## src/rtl/fb_write_scheduler_if.sv

```systemverilog
// Framebuffer write-scheduler bus: pixel updates and clear requests in, registered RAM write port out.
// The optional drop_count signal exists only when FB_DROP_COUNT_EN is defined.
interface fb_write_scheduler_if #(
    parameter int unsigned ADDR_W  = 16,
    parameter int unsigned COLOR_W = 8
);
    logic               pix_valid;
    logic [7:0]         pix_x;
    logic [7:0]         pix_y;
    logic [COLOR_W-1:0] pix_color;
    logic               clear_req;
    logic [COLOR_W-1:0] clear_color;
    logic               wr_en;
    logic [ADDR_W-1:0]  wr_addr;
    logic [COLOR_W-1:0] wr_data;
    logic               busy;
    logic               fifo_full;
`ifdef FB_DROP_COUNT_EN
    logic [15:0]        drop_count;
`endif

    modport master (
`ifdef FB_DROP_COUNT_EN
        input  drop_count,
`endif
        output pix_valid, pix_x, pix_y, pix_color, clear_req, clear_color,
        input  wr_en, wr_addr, wr_data, busy, fifo_full
    );

    modport slave (
`ifdef FB_DROP_COUNT_EN
        output drop_count,
`endif
        input  pix_valid, pix_x, pix_y, pix_color, clear_req, clear_color,
        output wr_en, wr_addr, wr_data, busy, fifo_full
    );
endinterface

```

## src/rtl/fb_write_scheduler.sv

```systemverilog
// Owns the framebuffer write port: queues range-checked pixel writes and runs full-screen clears.
// Optional feature macro: FB_DROP_COUNT_EN (adds a saturating dropped-pixel counter).
module fb_write_scheduler #(
    parameter int unsigned FB_W       = 240,
    parameter int unsigned FB_H       = 240,
    parameter int unsigned ADDR_W     = 16,
    parameter int unsigned COLOR_W    = 8,
    parameter int unsigned FIFO_DEPTH = 4
) (
    input logic                clock,
    input logic                reset_n,
    fb_write_scheduler_if.slave bus
);
    localparam int unsigned PTR_W = (FIFO_DEPTH > 1) ? $clog2(FIFO_DEPTH) : 1;
    localparam int unsigned CNT_W = $clog2(FIFO_DEPTH) + 1;
    localparam int unsigned ENT_W = ADDR_W + COLOR_W;
    localparam logic [ADDR_W-1:0] LAST_ADDR = ADDR_W'(FB_W * FB_H - 1);
    localparam logic [CNT_W-1:0]  DEPTH_CNT = CNT_W'(FIFO_DEPTH);

    typedef enum logic [1:0] {IDLE, DRAIN, CLEAR} state_t;

    state_t             state_q, state_d;
    logic [ENT_W-1:0]   mem [FIFO_DEPTH];
    logic [PTR_W-1:0]   rd_ptr, wr_ptr;
    logic [CNT_W-1:0]   count, count_d;
    logic [ADDR_W-1:0]  sweep;
    logic [COLOR_W-1:0] clear_color_q;
    logic               wr_en_q, busy_q, fifo_full_q;
    logic [ADDR_W-1:0]  wr_addr_q;
    logic [COLOR_W-1:0] wr_data_q;
    logic               wr_en_d;
    logic [ADDR_W-1:0]  wr_addr_d;
    logic [COLOR_W-1:0] wr_data_d;
    logic               in_range, push, pop, clear_acc;
    logic [ADDR_W-1:0]  pix_addr;
    logic [ENT_W-1:0]   head;

    assign in_range = (32'(bus.pix_x) < FB_W) && (32'(bus.pix_y) < FB_H);
    assign push     = bus.pix_valid && in_range && (count < DEPTH_CNT);
    assign pix_addr = ADDR_W'(32'(bus.pix_x) * FB_H + 32'(bus.pix_y));
    assign head     = mem[rd_ptr];

    always_ff @(posedge clock) begin
        if (!reset_n) state_q <= IDLE;
        else          state_q <= state_d;
    end

    // Next state, queue pop/flush decisions and next write-port values.
    always_comb begin
        state_d   = state_q;
        pop       = 1'b0;
        clear_acc = 1'b0;
        count_d   = count + CNT_W'(push);
        wr_en_d   = 1'b0;
        wr_addr_d = wr_addr_q;
        wr_data_d = wr_data_q;
        case (state_q)
            IDLE: begin
                if (bus.clear_req) begin
                    clear_acc = 1'b1;
                    state_d   = CLEAR;
                end else if (count != '0) begin
                    state_d = DRAIN;
                end
            end
            DRAIN: begin
                if (bus.clear_req) begin
                    clear_acc = 1'b1;
                    state_d   = CLEAR;
                end else if (count != '0) begin
                    pop       = 1'b1;
                    count_d   = count - CNT_W'(1) + CNT_W'(push);
                    wr_en_d   = 1'b1;
                    wr_addr_d = head[ENT_W-1:COLOR_W];
                    wr_data_d = head[COLOR_W-1:0];
                    if (count_d == '0) state_d = IDLE;
                end else begin
                    state_d = IDLE;
                end
            end
            CLEAR: begin
                wr_en_d   = 1'b1;
                wr_addr_d = sweep;
                wr_data_d = clear_color_q;
                if (sweep == LAST_ADDR) state_d = (count_d != '0) ? DRAIN : IDLE;
            end
            default: state_d = IDLE;
        endcase
        // Accepted clear discards queued pixels; only a same-cycle push survives.
        if (clear_acc) count_d = CNT_W'(push);
    end

    always_ff @(posedge clock) begin
        if (reset_n && push) mem[wr_ptr] <= {pix_addr, bus.pix_color};
    end

    always_ff @(posedge clock) begin
        if (!reset_n) begin
            rd_ptr        <= '0;
            wr_ptr        <= '0;
            count         <= '0;
            sweep         <= '0;
            clear_color_q <= '0;
            wr_en_q       <= 1'b0;
            wr_addr_q     <= '0;
            wr_data_q     <= '0;
            busy_q        <= 1'b0;
            fifo_full_q   <= 1'b0;
        end else begin
            count       <= count_d;
            fifo_full_q <= (count_d == DEPTH_CNT);
            busy_q      <= (state_d == CLEAR);
            wr_en_q     <= wr_en_d;
            wr_addr_q   <= wr_addr_d;
            wr_data_q   <= wr_data_d;
            if (push) wr_ptr <= wr_ptr + PTR_W'(1);
            if (clear_acc)  rd_ptr <= wr_ptr;
            else if (pop)   rd_ptr <= rd_ptr + PTR_W'(1);
            if (clear_acc) begin
                clear_color_q <= bus.clear_color;
                sweep         <= '0;
            end else if (state_q == CLEAR) begin
                sweep <= (sweep == LAST_ADDR) ? '0 : sweep + ADDR_W'(1);
            end
        end
    end

    assign bus.wr_en     = wr_en_q;
    assign bus.wr_addr   = wr_addr_q;
    assign bus.wr_data   = wr_data_q;
    assign bus.busy      = busy_q;
    assign bus.fifo_full = fifo_full_q;

`ifdef FB_DROP_COUNT_EN
    logic [15:0] drop_q;

    // Every rejected strobe counts (out of range or queue full); saturates.
    always_ff @(posedge clock) begin
        if (!reset_n) begin
            drop_q <= '0;
        end else if (bus.pix_valid && !push && drop_q != 16'hFFFF) begin
            drop_q <= drop_q + 16'd1;
        end
    end

    assign bus.drop_count = drop_q;
`endif
endmodule

```

## src/flat_wrapper.sv

```systemverilog
// flat-port wrapper written by rule: the top's interface ports become plain ports
module fb_write_scheduler_flat 
#(
    parameter int unsigned FB_W       = 240,
    parameter int unsigned FB_H       = 240,
    parameter int unsigned ADDR_W     = 16,
    parameter int unsigned COLOR_W    = 8,
    parameter int unsigned FIFO_DEPTH = 4
)
  (clock, reset_n, bus_pix_valid, bus_pix_x, bus_pix_y, bus_pix_color, bus_clear_req, bus_clear_color, bus_wr_en, bus_wr_addr, bus_wr_data, bus_busy, bus_fifo_full);
  fb_write_scheduler_if #(.ADDR_W(ADDR_W), .COLOR_W(COLOR_W)) bus_i ();
  input logic clock;
  input logic reset_n;
  input wire logic [$bits(bus_i.pix_valid)-1:0] bus_pix_valid;
  input wire logic [$bits(bus_i.pix_x)-1:0] bus_pix_x;
  input wire logic [$bits(bus_i.pix_y)-1:0] bus_pix_y;
  input wire logic [$bits(bus_i.pix_color)-1:0] bus_pix_color;
  input wire logic [$bits(bus_i.clear_req)-1:0] bus_clear_req;
  input wire logic [$bits(bus_i.clear_color)-1:0] bus_clear_color;
  output wire logic [$bits(bus_i.wr_en)-1:0] bus_wr_en;
  output wire logic [$bits(bus_i.wr_addr)-1:0] bus_wr_addr;
  output wire logic [$bits(bus_i.wr_data)-1:0] bus_wr_data;
  output wire logic [$bits(bus_i.busy)-1:0] bus_busy;
  output wire logic [$bits(bus_i.fifo_full)-1:0] bus_fifo_full;
  assign bus_i.pix_valid = bus_pix_valid;
  assign bus_i.pix_x = bus_pix_x;
  assign bus_i.pix_y = bus_pix_y;
  assign bus_i.pix_color = bus_pix_color;
  assign bus_i.clear_req = bus_clear_req;
  assign bus_i.clear_color = bus_clear_color;
  assign bus_wr_en = bus_i.wr_en;
  assign bus_wr_addr = bus_i.wr_addr;
  assign bus_wr_data = bus_i.wr_data;
  assign bus_busy = bus_i.busy;
  assign bus_fifo_full = bus_i.fifo_full;
  fb_write_scheduler #(.FB_W(FB_W), .FB_H(FB_H), .ADDR_W(ADDR_W), .COLOR_W(COLOR_W), .FIFO_DEPTH(FIFO_DEPTH)) u_core (.clock(clock), .reset_n(reset_n), .bus(bus_i));
endmodule
```

## config.mk

```make
export PLATFORM = sky130hd
export DESIGN_NAME = fb_write_scheduler_flat
export DESIGN_NICKNAME = d
export VERILOG_FILES = /design/src/rtl/fb_write_scheduler_if.sv /design/src/rtl/fb_write_scheduler.sv /design/src/flat_wrapper.sv
export SDC_FILE = /design/constraint.sdc
export NUM_CORES = 1
export LEC_CHECK = 0
export CAP_MARGIN = 20
export CORE_UTILIZATION = 30
export DETAILED_ROUTE_END_ITERATION = 12
export HOLD_SLACK_MARGIN = 0.1
export PLACE_DENSITY_LB_ADDON = 0.2
export SYNTH_ARGS = -nofsm -noshare
export SYNTH_HDL_FRONTEND = slang
export SYNTH_SLANG_ARGS = --single-unit
```

## constraint.sdc

```tcl
create_clock -name clock -period 4.5 [get_ports clock]
set_input_delay 1.125 -clock clock [delete_from_list [all_inputs] [get_ports clock]]
set_output_delay 1.125 -clock clock [all_outputs]
set_load 0.01 [all_outputs]
```

==> results.toml <==
[critical_path]
cp_slowest_cell = "fa_1"
worstSetupPathType = "input pin to flip-flop"
worstPathArrival_ns = 4.45
worst-path-max-fanout = 4
required_ns = 4.66
cp_slowest_stage_delay_ns = 0.51
critical_path_depth = 15
cp-startpoint = "bus_pix_x[3]"
r2r_slack_ns = 1.90
reg2reg_from = "u_core.state_q[0]"
crit_end = "u_core.mem[2][23]"
ff2ff_path_depth = 9
crit_path_frequent_cell = "buf_4"
worstPathCellList = "clkdlybuf4s50_1 -> inv_1 -> buf_4 -> fa_1 -> fa_1 -> inv_1 -> ha_1 -> nand4_1 -> a21oi_1 -> o31ai_2 -> buf_4 -> nor4b_1 -> a2111oi_0 -> buf_4 -> xnor2_2"
r2r_end = "u_core.sweep[15]"
worst-path-buf-inv = 6
endpoint_kind = "flip-flop"
path_delay_family = "adder cells"
worst_setup_path_start_kind = "input pin"

[floorplanning]
core_area_mm2 = 0.0236
fp-row-count = 56
io_pins = 63
die_h_um = 158
dieWidth_um = 158
die_area_mm2 = 0.0249
initial_core_util_pct = 30.8

[sta]
worst_pin_slew_ns = 0.684
slew_violations = 0
fin_crit_ns = 4.29
setup_viol = 0
fmax_mhz = 233
finalHoldViolations = 0
post-route-period-util_pct = 95.4
finalClockSkew_ns = 0.00678
tns_ns = 0
rsz0062_at_grt = "false"
max_slew_margin_pct = 54.0

[synthesis]
syn-mean-instance-area_um2 = 12.3
synth_area_leaders = "edfxtp_1, dfxtp_1, mux4_2, ha_1, nand2_1"
ys_warn_count = 0
synth_nets = 674
synth-seq-cells = 158
yosys.area.top_type_share_pct = 39.6
syn_area_mm2 = 0.00728
yosys.cell_count.top_type = "edfxtp_1"
yosysUniqueCellTypes = 49
synth_common_cells = "edfxtp_1, nand2_1, dfxtp_1, nor2_1, inv_1"
async_flop_share_pct = 0
synthCells = 591
synth_top_area_cell = "edfxtp_1"
ys_seq_area_share_pct = 56.6
synth_edf_count = 96
synthFlopType = "edfxtp_1"

[route]
wl_per_cell_um = 15.2
drtAntennaViolNets = 0
num_vias = 4735
viasPerCell = 4.60
routed_wirelength_mm = 15.6
drtIter0Drc = 235
drc = 0
dr.pass1.iters = 4

[clock_tree]
path_clk_slew_ns = 0.06
htree_levels = 4
cts_hold_buf = 0
cts_root_buf = "clkbuf_16"
numCtsBuffers = 17
tritoncts = "yes"
clk_path_buf_depth = 2
clock_sinks = 158
clk_latency_ns = 0.42

[layout]
drive_gt1_share_pct = 16.3
area_growth_pct = 26.6
n_antenna_cell = 0
n_fill_cell = 2278
final_cells = 1029
final_nets = 780

[global_route]
grt_pass1_vias = 4853
grtUsageTotal_pct = 13.5
grt_max_degree = 28
overflow = 0
grt_pass1_wl_mm = 25.4
grt_antenna_before_repair = 0

[place]
io_buffers = 62
place_inst = 997
hpwl_mm = 11.3
globalplace.congestion = 0.832

[run_status]
status = "finished, final reports clean"

[pwr]
peakVddDrop_mv = 0.251
p_leak_nw = 3.36
p_per_area_mw_per_mm2 = 456

[min_path]
worstHoldPathType = "flip-flop to flip-flop"

[flow_run]
drv_cap = 0
-- cell usage in the layout (no fill, tap or decap), types with 4 or more instances in the layout --
cell type	n
nor3_1	4
edfxtp_1	96
nand3_1	11
xnor2_1	17
nand2_1	80
fa_1	14
and3_1	8
clkbuf_16	17
nor2_1	58
mux4_2	24
nand4_1	6
ha_1	33
inv_6	5
o21ai_0	5
a21oi_1	22
xor2_1	16
dfxtp_1	62
inv_1	34
a311oi_1	23
buf_4	51
clkdlybuf4s50_1	62
-- cell families (layout without fill, tap and decap cells) --
group	Yosys count	after routing	synth area share, %
AND/OR/NAND/NOR	186	186	11.2
buffers and inverters	63	182	3.32
XOR/XNOR	34	34	4.09
multiplexers	27	27	7.84
adder cells (fa/ha/maj)	47	47	9.52
AO/OA/AOI/OAI	76	76	7.41
flip-flops	158	158	56.6
-- worst register-to-register path: cells and delay by family, from the launching register on --
family / cells / cell delay (ns)
compound gates: 1 / 0.13
fa+ha+maj: 1 / 0.38
buf+inv: 2 / 0.44
flops: 1 / 0.36
simple gates: 5 / 1.23
-- routing by layer --
layer  wire (um)  up-vias  global-route usage [%]
li1            -     2350                       -
met1        7230     2298                    17.4
met2        7620       79                    22.7
met3         569        8                    2.57
met4         182        0                    4.21
met5           0        -                       0
-- worst min-delay path by stage --
stage                                  from                       to  slack [ns]  depth (start not counted)
floorplan           u_core.clear_color_q[0]  u_core.clear_color_q[0]        0.44                          2
global placement    u_core.clear_color_q[6]  u_core.clear_color_q[6]        0.45                          2
finish              u_core.clear_color_q[3]  u_core.clear_color_q[3]        0.46                          2
detailed placement  u_core.clear_color_q[1]  u_core.clear_color_q[1]        0.45                          2
global route        u_core.clear_color_q[5]  u_core.clear_color_q[5]        0.48                          2
CTS                 u_core.clear_color_q[1]  u_core.clear_color_q[1]        0.46                          2
-- stage by stage --
step	hold WS [ns]	total power, W	worst slack [ns]	utilization, %	area [um^2]
final	0.458	0.00421	0.209	39.0	9220
after global routing	0.481	0.00442	0.00767	39.0	9220
after CTS	0.457	0.00425	0.162	39.0	9200
after detailed placement	0.448	0.00283	-0.272	36.5	8620
after global placement	0.447	0.00280	-0.207	36.4	8590
after floorplan	0.436	0.00238	0.153	-	7280
-- state kept, by name (all words and copies together) (netlist names), named ones only --
register / count
u_core.count: 3
u_core.bus.wr_en: 1
u_core.mem: 96
u_core.bus.wr_addr: 16
u_core.wr_ptr: 2
u_core.bus.fifo_full: 1
u_core.rd_ptr: 2
u_core.state_q: 2
u_core.sweep: 16
u_core.bus.wr_data: 8
u_core.bus.busy: 1
u_core.clear_color_q: 8
-- where the power goes --
group	total, W	switching, W	internal [W]
Clock	0.00142	0.000587	0.000828
Sequential	0.00176	0.0000398	0.00172
Combinational	0.00103	0.000538	0.000496
-- area by class of cell --
type,count,area [um^2],area share (%)
tap,319,399,4.33
clock buffer,18,429,4.65
multi-input combinational,370,2950,31.9
clock inverter,14,156,1.70
timing repair buffer,114,1030,11.2
sequential,158,4120,44.7
inverter,36,135,1.47
-- repair_timing --
action | 4_1_cts | 5_1_grt
resized for setup | 0 | 3
buffers inserted | 0 | 0
endpoints found under the setup margin | 0 | 4
No activity file was read; power rests on OpenSTA's default activity.
